### config.mk
export PLATFORM = sky130hd
export DESIGN_NAME = stg_runtime_monitor
export DESIGN_NICKNAME = d
export VERILOG_FILES = /design/src/rtl/stg_runtime_monitor.sv
export SDC_FILE = /design/constraint.sdc
export NUM_CORES = 1
export LEC_CHECK = 0
export BUFFER_PORTS_ARGS = -buffer_cell sky130_fd_sc_hd__clkbuf_2
export CAP_MARGIN = 20
export CELL_PAD_IN_SITES_DETAIL_PLACEMENT = 0
export CELL_PAD_IN_SITES_GLOBAL_PLACEMENT = 1
export CORE_MARGIN = 8
export CORE_UTILIZATION = 28
export DETAILED_ROUTE_END_ITERATION = 7
export PLACE_DENSITY = 0.48
export SYNTH_ARGS = -nofsm -noshare
export SYNTH_HDL_FRONTEND = slang
export SYNTH_SLANG_ARGS = --single-unit
### constraint.sdc
create_clock -name clk -period 8 [get_ports clk]
set_input_delay 0.8 -clock clk [delete_from_list [all_inputs] [get_ports clk]]
set_output_delay 0.8 -clock clk [all_outputs]
set_load 0.005 [all_outputs]
### src/rtl/stg_runtime_monitor.sv
// stg_runtime_monitor: state-graph runtime monitor with a loadable transition table.
// Optional coverage ports (visited, trans_hit) are enabled by STG_RUNTIME_MONITOR_COVER_EN.
module stg_runtime_monitor #(
    parameter int N_SIG       = 8,
    parameter int N_STATES    = 16,
    parameter int N_TRANS     = 32,
    parameter int ENA_W       = 8,
    parameter int INIT_STATE  = 0,
    parameter int CNT_W       = 16,
    parameter int HALT_ON_ERR = 0,
    localparam int STATE_W    = $clog2(N_STATES),
    localparam int SIG_W      = $clog2(N_SIG),
    localparam int ADDR_W     = $clog2(N_TRANS),
    localparam int ENTRY_W    = 2*STATE_W + SIG_W + 2
) (
    input  logic               clk,
    input  logic               reset,
    input  logic               mon_en,
    input  logic [N_SIG-1:0]   is_output,
    input  logic [N_SIG-1:0]   sig,
    input  logic [ENA_W-1:0]   ena,
    input  logic               cfg_we,
    input  logic [ADDR_W-1:0]  cfg_addr,
    input  logic [ENTRY_W-1:0] cfg_entry,
    output logic [STATE_W-1:0] state,
    output logic               err_valid,
    output logic [2:0]         err_code,
    output logic [SIG_W-1:0]   err_sig,
    output logic               err_sticky,
    output logic [CNT_W-1:0]   err_count
`ifdef STG_RUNTIME_MONITOR_COVER_EN
    ,
    output logic [N_STATES-1:0] visited,
    output logic [N_TRANS-1:0]  trans_hit
`endif
);

    typedef struct packed {
        logic               valid;
        logic [STATE_W-1:0] from;
        logic [SIG_W-1:0]   idx;
        logic               dir;
        logic [STATE_W-1:0] to;
    } entry_t;

    typedef enum logic [2:0] {
        E_NONE  = 3'd0,
        E_IN    = 3'd1,
        E_OUT   = 3'd2,
        E_MULTI = 3'd3,
        E_ENA   = 3'd4,
        E_STAB  = 3'd5
    } err_e;

    localparam bit HALT = (HALT_ON_ERR != 0);
    localparam logic [STATE_W-1:0] INIT_S = STATE_W'(INIT_STATE);

    entry_t             tbl [N_TRANS];
    logic [N_SIG-1:0]   prev_sig;
    logic [ENA_W-1:0]   prev_ena;
    logic               running;
    logic               halted;

    logic [N_SIG-1:0]   d;
    logic [SIG_W-1:0]   low_idx;
    logic               found;
    logic [STATE_W-1:0] hit_to;
    err_e               chk_code;
    logic [SIG_W-1:0]   chk_sig;
    logic               move;
    logic               start;
    logic               active;
`ifdef STG_RUNTIME_MONITOR_COVER_EN
    logic [ADDR_W-1:0]  hit_addr;
`endif

    assign start  = mon_en && !running;
    assign active = mon_en && running && !(HALT && halted);

    // Classify the sampled edge: enable faults first, then signal changes vs. the table.
    always_comb begin
        d        = sig ^ prev_sig;
        low_idx  = '0;
        found    = 1'b0;
        hit_to   = state;
        chk_code = E_NONE;
        chk_sig  = '0;
        move     = 1'b0;
`ifdef STG_RUNTIME_MONITOR_COVER_EN
        hit_addr = '0;
`endif
        for (int i = N_SIG-1; i >= 0; i--) begin
            if (d[i]) low_idx = SIG_W'(i);
        end
        for (int t = N_TRANS-1; t >= 0; t--) begin
            if (tbl[t].valid && tbl[t].from == state &&
                tbl[t].idx == low_idx && tbl[t].dir == sig[low_idx] &&
                int'(tbl[t].from) < N_STATES &&
                int'(tbl[t].to) < N_STATES) begin
                found  = 1'b1;
                hit_to = tbl[t].to;
`ifdef STG_RUNTIME_MONITOR_COVER_EN
                hit_addr = ADDR_W'(t);
`endif
            end
        end
        if ((ena & (ena - 1'b1)) != '0) begin
            chk_code = E_ENA;
        end else if (prev_ena != '0 && ena != '0 && ena != prev_ena) begin
            chk_code = E_STAB;
        end else if ($countones(d) > 1) begin
            chk_code = E_MULTI;
            chk_sig  = low_idx;
        end else if (d != '0) begin
            if (found) begin
                move = 1'b1;
            end else begin
                chk_code = is_output[low_idx] ? E_OUT : E_IN;
                chk_sig  = low_idx;
            end
        end
    end

    // Table load, run control, state tracking and error reporting.
    always_ff @(posedge clk) begin
        if (!reset) begin
            for (int t = 0; t < N_TRANS; t++) tbl[t] <= '0;
            state      <= INIT_S;
            err_valid  <= 1'b0;
            err_code   <= E_NONE;
            err_sig    <= '0;
            err_sticky <= 1'b0;
            err_count  <= '0;
            prev_sig   <= '0;
            prev_ena   <= '0;
            running    <= 1'b0;
            halted     <= 1'b0;
        end else begin
            if (cfg_we && !mon_en) tbl[cfg_addr] <= entry_t'(cfg_entry);
            running   <= mon_en;
            err_valid <= 1'b0;
            if (start) begin
                state      <= INIT_S;
                prev_sig   <= sig;
                prev_ena   <= ena;
                err_sticky <= 1'b0;
                err_count  <= '0;
                halted     <= 1'b0;
            end else if (mon_en) begin
                prev_sig <= sig;
                prev_ena <= ena;
                if (active) begin
                    if (chk_code != E_NONE) begin
                        err_valid  <= 1'b1;
                        err_code   <= chk_code;
                        err_sig    <= chk_sig;
                        err_sticky <= 1'b1;
                        if (err_count != {CNT_W{1'b1}})
                            err_count <= err_count + 1'b1;
                        if (HALT) halted <= 1'b1;
                    end else if (move) begin
                        state <= hit_to;
                    end
                end
            end
        end
    end

`ifdef STG_RUNTIME_MONITOR_COVER_EN
    // Record states entered and table entries used during the current run.
    always_ff @(posedge clk) begin
        if (!reset) begin
            visited   <= '0;
            trans_hit <= '0;
        end else if (start) begin
            visited             <= '0;
            visited[INIT_STATE] <= 1'b1;
            trans_hit           <= '0;
        end else if (active && chk_code == E_NONE && move) begin
            visited[hit_to]     <= 1'b1;
            trans_hit[hit_addr] <= 1'b1;
        end
    end
`endif

endmodule

After elaboration in Yosys (flattened, before gate mapping)
Memories as Yosys holds them, arrays and structs flattened.
Cells that the tools add are included.
- add/sub/neg operators: 9
- $lt $le $gt $ge: 2
- eq/ne operators: 98
- mux-type cells: 104
- bitwise logic cells: 7
- reductions and logical operators: 117
- operators by type and width (kind ; number):
    4-bit == test ; 32
    4-bit two-way mux ; 32
    1-bit logical AND ; 101
    3-bit == test ; 32
    1-bit two-way mux ; 45
    3-bit two-way mux ; 15
    1-bit == test ; 32
    8-bit two-way mux ; 4
    32-bit nonzero test ; 1
    8-bit nonzero test ; 4
    16-bit by 1-bit adder with 16-bit output (second input constant) ; 1
    16-bit != test (second input constant) ; 1
    13-bit two-way mux ; 1
    13-bit OR reduction ; 1
    1-bit by 1-bit adder with 2-bit output ; 4
    8-bit bitwise AND ; 1
    2-bit two-way mux ; 4
    8-bit != test ; 1
    4-bit AND reduction ; 2
    8-bit by 1-bit subtractor with 8-bit output (second input constant) ; 1
    8-bit bitwise XOR ; 1
    2-bit by 2-bit adder with 3-bit output ; 2
    1-bit binary-select mux with 3-bit select ; 2
    5-bit two-way mux ; 1
    other kinds (11) ; 16
- register bits after elaboration: 45
- memory bits (writable): 416
- input bits: 46
- output and inout bits: 28
- logic and storage cells: 347
- memories kept: 1
- memories (name ; words ; bits a word ; read ports ; clocked after Yosys merged registers in ; wr ports ; RTL line ; text):
    tbl ; 32 ; 13 ; 32 ; 0 ; 32 ; 58 ; entry_t tbl [N_TRANS];

Logic depth before layout (Yosys ltp)
- depth after elaboration: 53
- gate-level depth with buffers: 21
- gate-level depth less buffers: 18

Worst setup path after synthesis
Ideal clock, no wire load.
- path kind: input-to-reg
- start point: input port sig[3]
- end point: register err_count[9]
- setup time: 0.116 ns
- arrival time: 4.835 ns
- required time: 7.884 ns
- path slack: 3.049 ns
- stages on the path: 19
- path buffers: 5
- path through: xnor2_2 inv_2 or4_1 buf_4 or2_0 buf_4 a221oi_2 buf_4 buf_6 o221ai_2 a221oi_2 o21ai_1 or4_1 or4_4 and2_1 buf_6 nor2_4 a31oi_1 a41o_1
- word-level cells in the longest chain between the ends: 48
- elaborated cells between the ends (all ways): 182
- those cells by class: 3 x add/sub; 1 x order compare; 64 x eq/ne; 46 x mux; 1 x bitwise; 67 x reduce/logical
- RTL lines (element ; RTL line ; text):
    from (decl) ; 20 ; input logic [N_SIG-1:0] sig,
    8-bit bitwise XOR ; 82 ; d = sig ^ prev_sig;
    3-bit two-way mux (4 in series) ; 93 ; if (d[i]) low_idx = SIG_W'(i);
    1-bit binary-select mux with 3-bit select ; 97 ; tbl[t].idx == low_idx && tbl[t].dir == sig[low_idx] &&
    1-bit two-way mux (implied by the code) ; 97 ;
    1-bit == test ; 97 ;
    1-bit logical AND ; 97 ;
    1-bit two-way mux (32 in series) ; 96 ; if (tbl[t].valid && tbl[t].from == state &&
    2-bit two-way mux ; 115 ; if (found) begin
    2-bit two-way mux ; 114 ; end else if (d != '0) begin
    2-bit two-way mux * ; 111 ; end else if ($countones(d) > 1) begin
    3-bit two-way mux * ; 109 ; end else if (prev_ena != '0 && ena != '0 && ena != prev_ena) begin
    3-bit two-way mux * ; 107 ; if ((ena & (ena - 1'b1)) != '0) begin
    3-bit nonzero test * ; 153 ; if (chk_code != E_NONE) begin
    4-bit AND reduction (no source line) * ; -- ;
    to (signal assigned) ; 159 ; err_count <= err_count + 1'b1;
    to (decl) ; 30 ; output logic [CNT_W-1:0] err_count
Every way passes the cells marked *; elsewhere a longest branch is shown, timed or not. The select of a mux whose other input is x is not followed.
A chain may end at the register's enable or synchronous reset.

Worst setup path after layout
- start point: register prev_sig[0]
- end point: register err_count[9]
- word-level cells in the longest chain between the ends: 45
- elaborated cells between the ends (all ways): 179
- those cells by class: 3 x add/sub; 1 x order compare; 64 x eq/ne; 43 x mux; 1 x bitwise; 67 x reduce/logical
- RTL lines (element ; RTL line ; text):
    from (decl) ; 59 ; logic [N_SIG-1:0] prev_sig;
    from (signal assigned) ; 144 ; prev_sig <= sig;
    from (signal assigned) ; 150 ; prev_sig <= sig;
    8-bit bitwise XOR * ; 82 ;
    3-bit two-way mux ; 93 ;
    1-bit binary-select mux with 3-bit select ; 97 ;
    1-bit two-way mux (implied by the code) ; 97 ;
    1-bit == test ; 97 ;
    1-bit logical AND ; 97 ;
    1-bit two-way mux (32 in series) ; 96 ;
    2-bit two-way mux ; 115 ;
    2-bit two-way mux ; 114 ;
    2-bit two-way mux * ; 111 ;
    3-bit two-way mux * ; 109 ;
    3-bit two-way mux * ; 107 ;
    3-bit nonzero test * ; 153 ;
    4-bit AND reduction (no source line) * ; -- ;
Marked as above.

==> results.cfg <==
[status]
status = finished, final reports clean

[final_layout]
fillers = 8396
drive_gt1_share_pct = 12.16
syn_to_final_growth_pct = 14.95
instances_no_fill = 3278
final-seq-area_um2 = 13400
final_util_pct = 32.51
stdcell_area_um2 = 27160
multi_input_area_um2 = 9587
nets = 2204

[synth]
syn-cell-area_um2 = 23630
synth_top_area_share_pct = 52.87
ys_ff_latch = 461
synth.area.top_cells = edfxtp_1 (53%), and2_1 (11%), xor2_1 (4.6%), xnor2_1 (4.4%), dfxtp_1 (3.8%)
ys_seq_area_share_pct = 56.68
syn_inst = 2081
synth_edf_count = 416
synth_nets = 2136
yosysMostFrequentCell = and2_1
synth.avg_cell_area_um2 = 11.35
ys.flop_type = edfxtp_1
synth_area_leader_cell = edfxtp_1
ys_types = 82
synth_warnings = 0
synth_common_cells = and2_1 (423), edfxtp_1 (416), xor2_1 (123)
async_flop_share_pct = 0

[cts]
cts_setup_buffers = 0
cts_tree = built
cts_resized = 0
path_clk_slew_ns = 0.06
numCtsBuffers = 56
cts_max_path_buffers = 3
clkSinkCount = 461
clk_latency_ns = 0.60
ctsHoldBuffers = 0
clock-root-buffer = clkbuf_16
cts_max_level = 2

[sta]
tightest_slew_ns = 1.149
slew_headroom_pct = 23.21
maxSlewViolCount = 0
fin_crit_ns = 6.075
finalSetupViolCount = 0
finClkSkew_ns = 0.01895
fmax_mhz = 164.6
fin_ws_ns = 1.925
finalSetupTns_ns = 0
rsz0062_at_grt = false
finalCritPeriodShare_pct = 75.94
hold_violations = 0

[placement]
preCtsSetupSlack_ns = 1.357
place_inst = 3161
placed_area_um2 = 25330
place_congestion = 0.7958
portBuffers = 73
place_hpwl_mm = 47.77

[global_routing]
grt.overflow.total = 0
grt_first_pass_wirelength_mm = 108.1
first_global_vias = 15999
grt_max_degree = 60
grtUsageTotal_pct = 15.27
antenna_found_initial = 4

[floorplan]
io_pins = 74
die_w_um = 306.5
coreArea_um2 = 83560
rows = 106
die-height_um = 306.5
start_util_pct = 28.28
dieArea_um2 = 93940

[critical_path]
crit_path_cell_trace = xor2_1 > inv_1 > nand2_1 > a21oi_4 > a221oi_1 > a221oi_4 > nor2_1 > xnor2_1 > o21ai_0 > or4b_1 > or4_4 > and2_1 > nor2_4 > a31oi_1 > a41o_1
r2r_slack_ns = 1.92
cpMaxStageDelayCell = nor2_1
cp_num_buf_inv = 1
endpoint = err_count[9]$_SDFFE_PP0P_
crit_fanout = 14
worstPathArrival_ns = 6.57
crit_family = simple AND/OR/NAND/NOR gates
critPathCaptureType = flop
path_class = reg2reg
crit_cells = 15
cp.required_ns = 8.50
critPathLaunch = prev_sig[0]$_SDFFE_PN0P_
start_kind = flop
r2r-start = prev_sig[0]$_SDFFE_PN0P_
max_stage_delay_ns = 0.90
r2r_end = err_count[9]$_SDFFE_PP0P_
r2r_cells = 15

[power]
ir_worst_vdd_uv = 144.7
swShare_pct = 25.36
combPwrFrac_pct = 10.1
power_frac_clock_pct = 41.9
p_int_uw = 4356
p_seq_share_pct = 48.0
switching_power_uw = 1480
pwr_density_cell_nw_per_um2 = 214.9
p_leak_uw = 0.009726

[routing]
routedWlPerCell_um = 22.24
drt_iter0_drc = 1119
vias = 15726
wl_mm = 72.89
ant_nets = 0
drt_pass1_iterations = 5
route.detailed.drc = 0
vias_per_cell = 4.797

[job]
maxCapViolations = 0

[min_path]
hp-class = reg2reg
area by class of cell:
cell class	count	area share, %
multi-input cells	1444	35.30
repair buffers	145	3.372
clock buffers	71	5.560
clock inverters	33	0.8707
diodes	3	0.02764
inverters	41	0.5666
well taps	1080	4.975
flip-flops and latches	461	49.33
cell usage in the layout, fill, tap and decap left out, drive strengths merged, types with 22 or more instances in the layout:
cell / n
a21oi: 51
and2: 423
buf: 71
clkbuf: 145
clkinv: 28
dfxtp: 45
edfxtp: 416
inv: 41
mux2i: 34
nand2: 85
nand3: 39
nand4: 40
nor2: 113
nor2b: 22
nor3: 54
nor4: 23
o21ai: 82
xnor2: 120
xor2: 123
metrics by stage:
step                      power, µW  hold WS (ns)
after CTS                      5931        0.4789
after detailed placement       3448        0.4689
after global placement         3437        0.4606
final                          5837        0.4756
after global routing           6079        0.5064
after floorplan                3201        0.4600
worst min path at each step:
stage                                   from                  endpoint  slack (ns)  cells past startpoint
CTS                                   sig[2]  prev_sig[2]$_SDFFE_PN0P_        0.48                      3
global route        err_code[1]$_SDFFE_PN0P_  err_code[1]$_SDFFE_PN0P_        0.51                      1
floorplan           err_code[2]$_SDFFE_PN0P_  err_code[2]$_SDFFE_PN0P_        0.46                      2
global placement    err_code[1]$_SDFFE_PN0P_  err_code[1]$_SDFFE_PN0P_        0.46                      1
detailed placement  err_code[1]$_SDFFE_PN0P_  err_code[1]$_SDFFE_PN0P_        0.47                      1
finish              err_code[1]$_SDFFE_PN0P_  err_code[1]$_SDFFE_PN0P_        0.48                      1
power groups by stage:
stage                     sequential, µW  clock [µW]  combinational [µW]
after floorplan                     2830           0                 369
after global placement              2850           0                 588
after detailed placement            2850           0                 599
after CTS                           2800        2530                 601
after global routing                2810        2610                 654
final                               2800        2450                 591
cell families after synthesis:
family,Yosys count,synth area share (%)
xor+xnor,243,9.039
mux,42,1.822
compound gates,266,7.557
buf+inv,176,3.024
simple gates,883,21.23
fa+ha+maj,10,0.6461
flops,461,56.68
metal layers:
metal / part of all wire, % / GRT usage [%] / vias to the layer above
met5: 0.018 / 0 / -
li1: - / - / 7492
met4: 2.5 / 4.239 / 2
met2: 45 / 24.44 / 338
met3: 4.0 / 2.199 / 103
met1: 48 / 21.50 / 7791
worst register-to-register path: cells and delay by family (launching register included):
family                 cells  cell delay, ns
flip-flops                 1            0.40
AND/OR/NAND/NOR            6            2.88
AO/OA/AOI/OAI              6            1.46
buffers and inverters      1            0.24
XOR/XNOR                   2            0.99
state kept, by name, indices dropped and copies added, names as in the netlist:
name / count
tbl: 416
err_count: 16
prev_ena: 8
prev_sig: 8
state: 4
err_code: 3
err_sig: 3
err_sticky: 1
err_valid: 1
running: 1
No activity file was read; power rests on OpenSTA's default activity.
